--- src/rtl/dram_arbiter.sv ---
// Round-robin arbiter that shares a single registered-read DRAM port among NUM_C requesters.
// One transaction at a time: IDLE -> ISSUE -> (CAPTURE for reads) -> ACK -> IDLE.
module dram_arbiter #(
    parameter  int NUM_C = 4,
    parameter  int AW    = 16,
    parameter  int DW    = 16,
    localparam int IW    = (NUM_C > 1) ? $clog2(NUM_C) : 1
) (
    input  logic                clk,
    input  logic                rst_n,
    input  logic [NUM_C-1:0]    req,
    input  logic [NUM_C-1:0]    we,
    input  logic [NUM_C*AW-1:0] addr,
    input  logic [NUM_C*DW-1:0] wdata,
    output logic [NUM_C-1:0]    ack,
    output logic [DW-1:0]       rdata,
    output logic                busy,
    output logic [IW-1:0]       gnt_id,
    output logic                mem_we,
    output logic [AW-1:0]       mem_addr,
    output logic [DW-1:0]       mem_wdata,
    input  logic [DW-1:0]       mem_rdata
);

    typedef enum logic [1:0] {
        IDLE    = 2'd0,
        ISSUE   = 2'd1,
        CAPTURE = 2'd2,
        ACK     = 2'd3
    } state_t;

    state_t          state, state_nxt;
    logic [IW-1:0]   last_gnt;
    logic [IW-1:0]   winner;
    logic            found;

    // NOTE: every always_comb output gets a default before any branch, so no latch is inferred.
    always_comb begin
        state_nxt = state;
        winner    = last_gnt;
        found     = 1'b0;

        // Search starts just after the last winner and wraps, giving requester last_gnt lowest priority.
        for (int k = 1; k <= NUM_C; k++) begin
            if (!found && req[(int'(last_gnt) + k) % NUM_C]) begin
                found  = 1'b1;
                winner = IW'((int'(last_gnt) + k) % NUM_C);
            end
        end

        case (state)
            IDLE:    if (found) state_nxt = ISSUE;
            // mem_we carries the latched direction while in ISSUE.
            ISSUE:   state_nxt = mem_we ? ACK : CAPTURE;
            CAPTURE: state_nxt = ACK;
            ACK:     state_nxt = IDLE;
            default: state_nxt = IDLE;
        endcase
    end

    // NOTE: sequential state uses non-blocking assignments so all registers update together at the edge.
    always_ff @(posedge clk or negedge rst_n) begin
        if (!rst_n) begin
            state     <= IDLE;
            last_gnt  <= IW'(NUM_C - 1);
            gnt_id    <= '0;
            ack       <= '0;
            rdata     <= '0;
            mem_we    <= 1'b0;
            mem_addr  <= '0;
            mem_wdata <= '0;
        end else begin
            state  <= state_nxt;
            ack    <= '0;
            mem_we <= 1'b0;
            case (state)
                IDLE: begin
                    if (found) begin
                        last_gnt  <= winner;
                        gnt_id    <= winner;
                        mem_we    <= we[winner];
                        mem_addr  <= addr[int'(winner)*AW +: AW];
                        mem_wdata <= wdata[int'(winner)*DW +: DW];
                    end
                end
                ISSUE: begin
                    if (mem_we) ack <= NUM_C'(1) << gnt_id;
                end
                CAPTURE: begin
                    rdata <= mem_rdata;
                    ack   <= NUM_C'(1) << gnt_id;
                end
                default: ;
            endcase
        end
    end

    assign busy = (state != IDLE);

endmodule

--- config.mk ---
export PLATFORM = sky130hd
export DESIGN_NAME = dram_arbiter
export DESIGN_NICKNAME = d
export VERILOG_FILES = /design/src/rtl/dram_arbiter.sv
export SDC_FILE = /design/constraint.sdc
export NUM_CORES = 1
export LEC_CHECK = 0
export CORE_UTILIZATION = 41
export DETAILED_ROUTE_END_ITERATION = 8
export PLACE_DENSITY = 0.92
export SLEW_MARGIN = 20
export SYNTH_ARGS = -nofsm -noshare
export SYNTH_HDL_FRONTEND = slang
export SYNTH_SLANG_ARGS = --single-unit
--- constraint.sdc ---
create_clock -name clk -period 4.27 [get_ports clk]
set_input_delay 0.854 -clock clk [delete_from_list [all_inputs] [get_ports clk]]
set_output_delay 0.854 -clock clk [all_outputs]
set_load 0.01 [all_outputs]
==> results.md, run 1 <==
- Post-DR wirelength/cell: 17.6 um
- FFs w/ async S/R, synth: 1.00
- Post-Layout Cell Count: 660
- Initial antenna violation count: 0
- Clk Latency, worst-skew pair: 0.33 ns
- Clock buffer count from CTS: 9
- Antenna Nets Post-Route: 0
- Worst Hold Class: reg2reg
- Port buffer count: 209
- Vias per Instance: 5.47
- Yosys top cell area share: 0.405
- # DRC: 0
- Synth area leader: dfrtp_1
- Vias in the first global route: 3640
- Largest net degree at the start of global routing: 38
- Reg clk slew, reported paths: 0.07 ns
- Hold Vio Cnt, Final: 0
- Final min period: 3.14 ns
- Synth unique cells: 34
- 1st-pass router iterations: 4
- Fmax: 318 MHz
- Cell count after placement: 644
- Outcome: complete, no violations
- DPL Wire Length: 8670 um
- Share of cells above drive strength 1: 0.146
- Max_slew headroom: 0.259
- Ant diodes: 0
- Post-Syn Area: around 0.0035 mm2
- Die Ht: 94.7 um
- Synth area leaders: dfrtp_1 (41%), a211oi_2 (11%), mux2i_1 (9.1%)
- Clock buffer depth: 2
- Initial Util: 0.426
- Synth Net Count: 507
- Hold buffer count at cts: 0
- Cts repair resizes: 0
- RSZ-0062 raised after global routing: false
- Seq/Total Area, Yosys: 0.420
- Initial DRC Count: 82
- Gr usage total: 0.256
- Post-CTS setup buffer count: 0
- Post-synth EDFFs: 0
- Clk root buf: clkbuf_8
- Req. time, crit path: 4.50 ns
- Global placer's final weighted congestion: 0.783
- Area grow syn2layout: 67.9%
- CTS tree: yes
- Critical path class: in2reg
- Top Ports: 210
- Pleak: 2.41 nW
- VDD IR max: 291 uV
- Final nets: 707
- Die extent in x: 94.7 um
- Tcrit/Tclk final: 0.736
- Vias: roughly 3.6k
- Worst slew pin tran: 1.11 ns
- Mean post-synth cell area: 10.1 um2
- H-Tree Depth: 3
- Area of the die: 0.00896 mm2
- Max_cap viols: 0
- Setup TNS after final layout: 0 ns
- Final setup violation count: 0
- Warnings from Yosys: 0
- Synth Flop Type: dfrtp_1
- Slew Viols, Final: 0
- Critical Path Sink Type: register
- Num rows: 33
- PwrDens: roughly 630 mW/mm2
- Synth Register Bits: between 50 and 60
- CP arrival: around 3.4 ns
- First-pass GRT wire length: 17200 um
- Setup Skew: between 0.01 and 0.015 ns
- Core Area: 0.00826 mm2
- Post-Syn Instances: 350
- Peak fanout along the critical path: 18
- Clock sink count: 59
- Grt ovf: 0
- CP startpoint kind: input pin
- Final WL: 11600 um
==> routing by layer <==
metal | track usage | wire, um | vias to the layer above
met5 | 0 | 0 | -
met4 | 0.121 | 329 | 0
met1 | 0.281 | 4350 | 1733
met2 | 0.456 | 5970 | 185
met3 | 0.0684 | 967 | 26
li1 | - | - | 1669
==> sequential cells by signal (all words and copies together) (netlist names) <==
name and cells:
ack 4, gnt_id 2, last_gnt 2, mem_addr 16, mem_wdata 16, mem_we 1, rdata 16, state 2
==> cell families after synthesis <==
kind of cell / after synthesis / share of synthesized area
AO/OA/AOI/OAI: 79 / 0.210
adder cells (fa/ha/maj): 3 / 0.0107
buffers and inverters: 33 / 0.0526
flip-flops: 59 / 0.420
multiplexers: 49 / 0.145
AND/OR/NAND/NOR: 127 / 0.161
==> area by class of cell <==
type	count	area, um2
fillers	587	2350
repair buffers	219	2170
multi-input cells	258	1880
flip-flops and latches	59	1480
clock buffers	12	155
well taps	105	131
clock inverters	4	72.6
inverters	3	11.3
==> synthesized netlist by cell type (4+ instances only) <==
master and n:
nand2b_1 4, a211oi_2 30, mux2_2 17, dfrtp_1 57, nor3_1 32, a21oi_1 4
mux2i_1 32, buf_6 6, buf_2 7, clkbuf_1 14, nand2_1 40, nor2_1 39
a211oi_1 34, o21ai_0 5
==> stage by stage <==
step | setup slack [ns] | total power [mW] | util | hold slack (ns) | area, um2
after floorplan | 2.03 | 2.25 | - | 0.467 | 3520
after global placement | 0.924 | 3.09 | 0.688 | 0.488 | 5680
after detailed placement | 0.783 | 3.17 | 0.688 | 0.494 | 5680
after CTS | 1.17 | 3.77 | 0.715 | 0.509 | 5910
after global routing | 1.02 | 3.98 | 0.715 | 0.517 | 5910
final | 1.13 | 3.74 | 0.715 | 0.508 | 5910
==> path summary, 6_finish.rpt <==
check,start,end,slack (ns),depth (start not counted)
min reg2reg,rdata[4]$_DFFE_PN0P_,rdata[4]$_DFFE_PN0P_,0.51,1
max reg2reg,last_gnt[0]$_DFFE_PN1P_,mem_addr[3]$_DFFE_PN0P_,1.66,6
min in group asynchronous,rst_n,mem_wdata[11]$_DFFE_PN0P_,0.54,1
max,req[3],mem_addr[3]$_DFFE_PN0P_,1.13,7
max in group asynchronous,rst_n,last_gnt[1]$_DFFE_PN1P_,2.82,2
min,rdata[4]$_DFFE_PN0P_,rdata[4]$_DFFE_PN0P_,0.51,1
==> report_power, final <==
part	switching [mW]	internal (mW)	leakage, nW
clock	0.226	0.360	0.113
combinational	1.06	1.09	1.62
sequential	0.168	0.845	0.672
total	1.45	2.29	2.41
==> placed cells by master (no fill, tap or decap), types with 2 or more instances in the layout <==
cell and n:
nand2b_1 4, nand2_1 40, dfstp_2 2, clkbuf_8 11, a211oi_1 34, ha_1 3
inv_1 3, nor2_1 37, dfrtp_1 57, o21a_1 2, a211oi_2 30, a21oi_1 3
nor2b_1 2, mux2_2 17, clkdlybuf4s50_1 208, nor3_1 32, bufinv_16 2, mux2i_1 32
buf_4 9, o21ai_0 5
==> critical path, cell delays in order <==
cell,delay (ns)
clkdlybuf4s50_1,0.48
nor2b_1,0.19
and2_1,0.24
o31ai_4,0.97
buf_12,0.27
a211oi_2,0.06
a211oi_1,0.28
Note: power is estimated with default switching activity, not from simulation.
==> run 2, diff against run 1 <==
CORE_UTILIZATION = 34   (was 41)
PLACE_DENSITY = 0.82   (was 0.92)
clock period = 2.8 ns   (was 4.27 ns; I/O delays follow)
==> results.md, run 2 (synthesized netlist as in run 1, its figures left out) <==
- Outcome: complete, no violations
- # fillers: between 800 and 900
- Placed Area: just under 0.006 mm2
- Cell count after placement: 680
- Req. time, crit path: 2.24 ns
- Critical path, cell by cell: inv_1 -> ha_1 -> inv_1 -> clkdlybuf4s50_1
- CP max-delay cell: clkdlybuf4s50_1
- Initial antenna violation count: 0
- Post-CTS setup buffer count: 0
- Post-Layout Cell Count: 696
- Critical Path Sink Type: output port
- Gr usage total: 0.213
- Largest net degree at the start of global routing: 38
- Initial DRC Count: approximately 140
- RSZ-0062 raised after global routing: false
- Final WL: 11400 um
- Vias: ~3.6k
- VDD IR max: 500 uV
- Post-DR wirelength/cell: 16.3 um
- Total power: 5.88 mW
- Core Area: between 0.009 and 0.01 mm2
- Commonest non-fill, non-tap cells in the layout: clkdlybuf4s50_1 (208), dfrtp_1 (57), nand2_1 (40)
- CP max stage delay: 0.57 ns
- Grt ovf: 0
- Setup TNS after final layout: 0 ns
- Tcrit/Tclk final: 0.831
- Final nets: 715
- Slew Viols, Final: 0
- Critical path class: reg2out
- Regs by FF count: mem_addr x16, mem_wdata x16, rdata x16
- DPL Wire Length: 8760 um
- Hold buffer count at cts: 0
- Clk Latency, worst-skew pair: 0.33 ns
- CP most frequent cell: inv_1
- Vias in the first global route: 3712
- Die extent in x: 104 um
- Area of the die: 0.0108 mm2
- Cts repair resizes: 0
- Sequential power share: 0.261
- Worst slew pin tran: 0.732 ns
- Clock buffer count from CTS: 9
- First-pass GRT wire length: between 15000 and 20000 um
- CP startpoint kind: register
- CP delay by family, top: buffers and inverters
- Sw frac: 0.381
- PwrDens: 971 mW/mm2
- Hold Vio Cnt, Final: 0
- H-Tree Depth: 3
- Max_cap viols: 0
- Int Power: 3.64 mW
- Final setup violation count: 0
- Pleak: 2.47 nW
- Commonest non-fill, non-tap cell in the layout: clkdlybuf4s50_1
- Top Ports: between 200 and 250
- Vias per Instance: around 5
- 1st-pass router iterations: 4
- Global placer's final weighted congestion: 0.775
- Die Ht: 104 um
- CTS tree: yes
- Share of cells above drive strength 1: 0.160
- Antenna Nets Post-Route: 0
- NetSw: 2.24 mW
- Clock sink count: 59
- Bufs and invs on worst path: 3
- Port buffer count: 209
- CP arrival: around 1.8 ns
- Worst Hold Class: in2async
- Combinational power share: 0.574
- Num rows: 36
- Clock buffer depth: 2
- Setup Skew: 0.00633 ns
- Max_slew headroom: 0.512
- Final Core Density: 0.612
- Ant diodes: 0
- Reg clk slew, reported paths: 0.08 ns
- Fmax: 430 MHz
- Peak fanout along the critical path: 5
- Clk root buf: clkbuf_8
- # DRC: 0
- Initial Util: 0.355
- Final min period: roughly 2.3 ns
- Clock share of power: 0.165
- Design area: 0.00606 mm2
- Area grow syn2layout: 72.2%
[run 2: power groups by stage]
stage	combinational [mW]	clock [mW]	sequential, mW
after floorplan	1.74	0	1.70
after global placement	3.31	0	1.53
after detailed placement	3.40	0	1.55
after CTS	3.41	0.990	1.54
after global routing	3.64	1.03	1.59
final	3.38	0.968	1.54
[run 2: worst paths after layout]
| path | from | endpoint | slack, ns | cells after the start |
|---|---|---|---|---|
| hold / removal | rst_n | mem_wdata[5]$_DFFE_PN0P_ | 0.05 | 1 |
| setup / recovery | state[0]$_DFFE_PN0P_ | busy | 0.47 | 4 |
| hold reg to reg | rdata[6]$_DFFE_PN0P_ | rdata[6]$_DFFE_PN0P_ | 0.50 | 1 |
| max in group asynchronous | rst_n | last_gnt[1]$_DFFE_PN1P_ | 2.06 | 2 |
| setup reg to reg | last_gnt[0]$_DFFE_PN1P_ | mem_wdata[1]$_DFFE_PN0P_ | 0.71 | 6 |
| min in group clk | rdata[6]$_DFFE_PN0P_ | rdata[6]$_DFFE_PN0P_ | 0.50 | 1 |
[run 2: cell type report]
type	count	area (um2)	area share
sequential	59	1480	0.244
tap	133	166	0.0275
clock buffer	9	124	0.0204
timing repair buffer	227	2270	0.375
clock inverter	7	124	0.0204
inverter	3	11.3	0.00186
multi-input combinational	258	1880	0.311
[run 2: routing by layer]
| metal | global-route usage | share of wire | up-vias |
|---|---|---|---|
| met5 | 0 | 0 | - |
| met1 | 0.232 | 0.38 | 1688 |
| met3 | 0.0636 | 0.082 | 20 |
| met2 | 0.387 | 0.51 | 166 |
| li1 | - | - | 1690 |
| met4 | 0.0786 | 0.022 | 0 |
[run 2: through the flow]
step	worst slack, ns	hold slack (ns)
after floorplan	0.852	0.264
after global placement	0.178	0.412
after detailed placement	0.139	0.415
after CTS	0.453	0.0432
after global routing	0.384	0.0534
final	0.473	0.0547
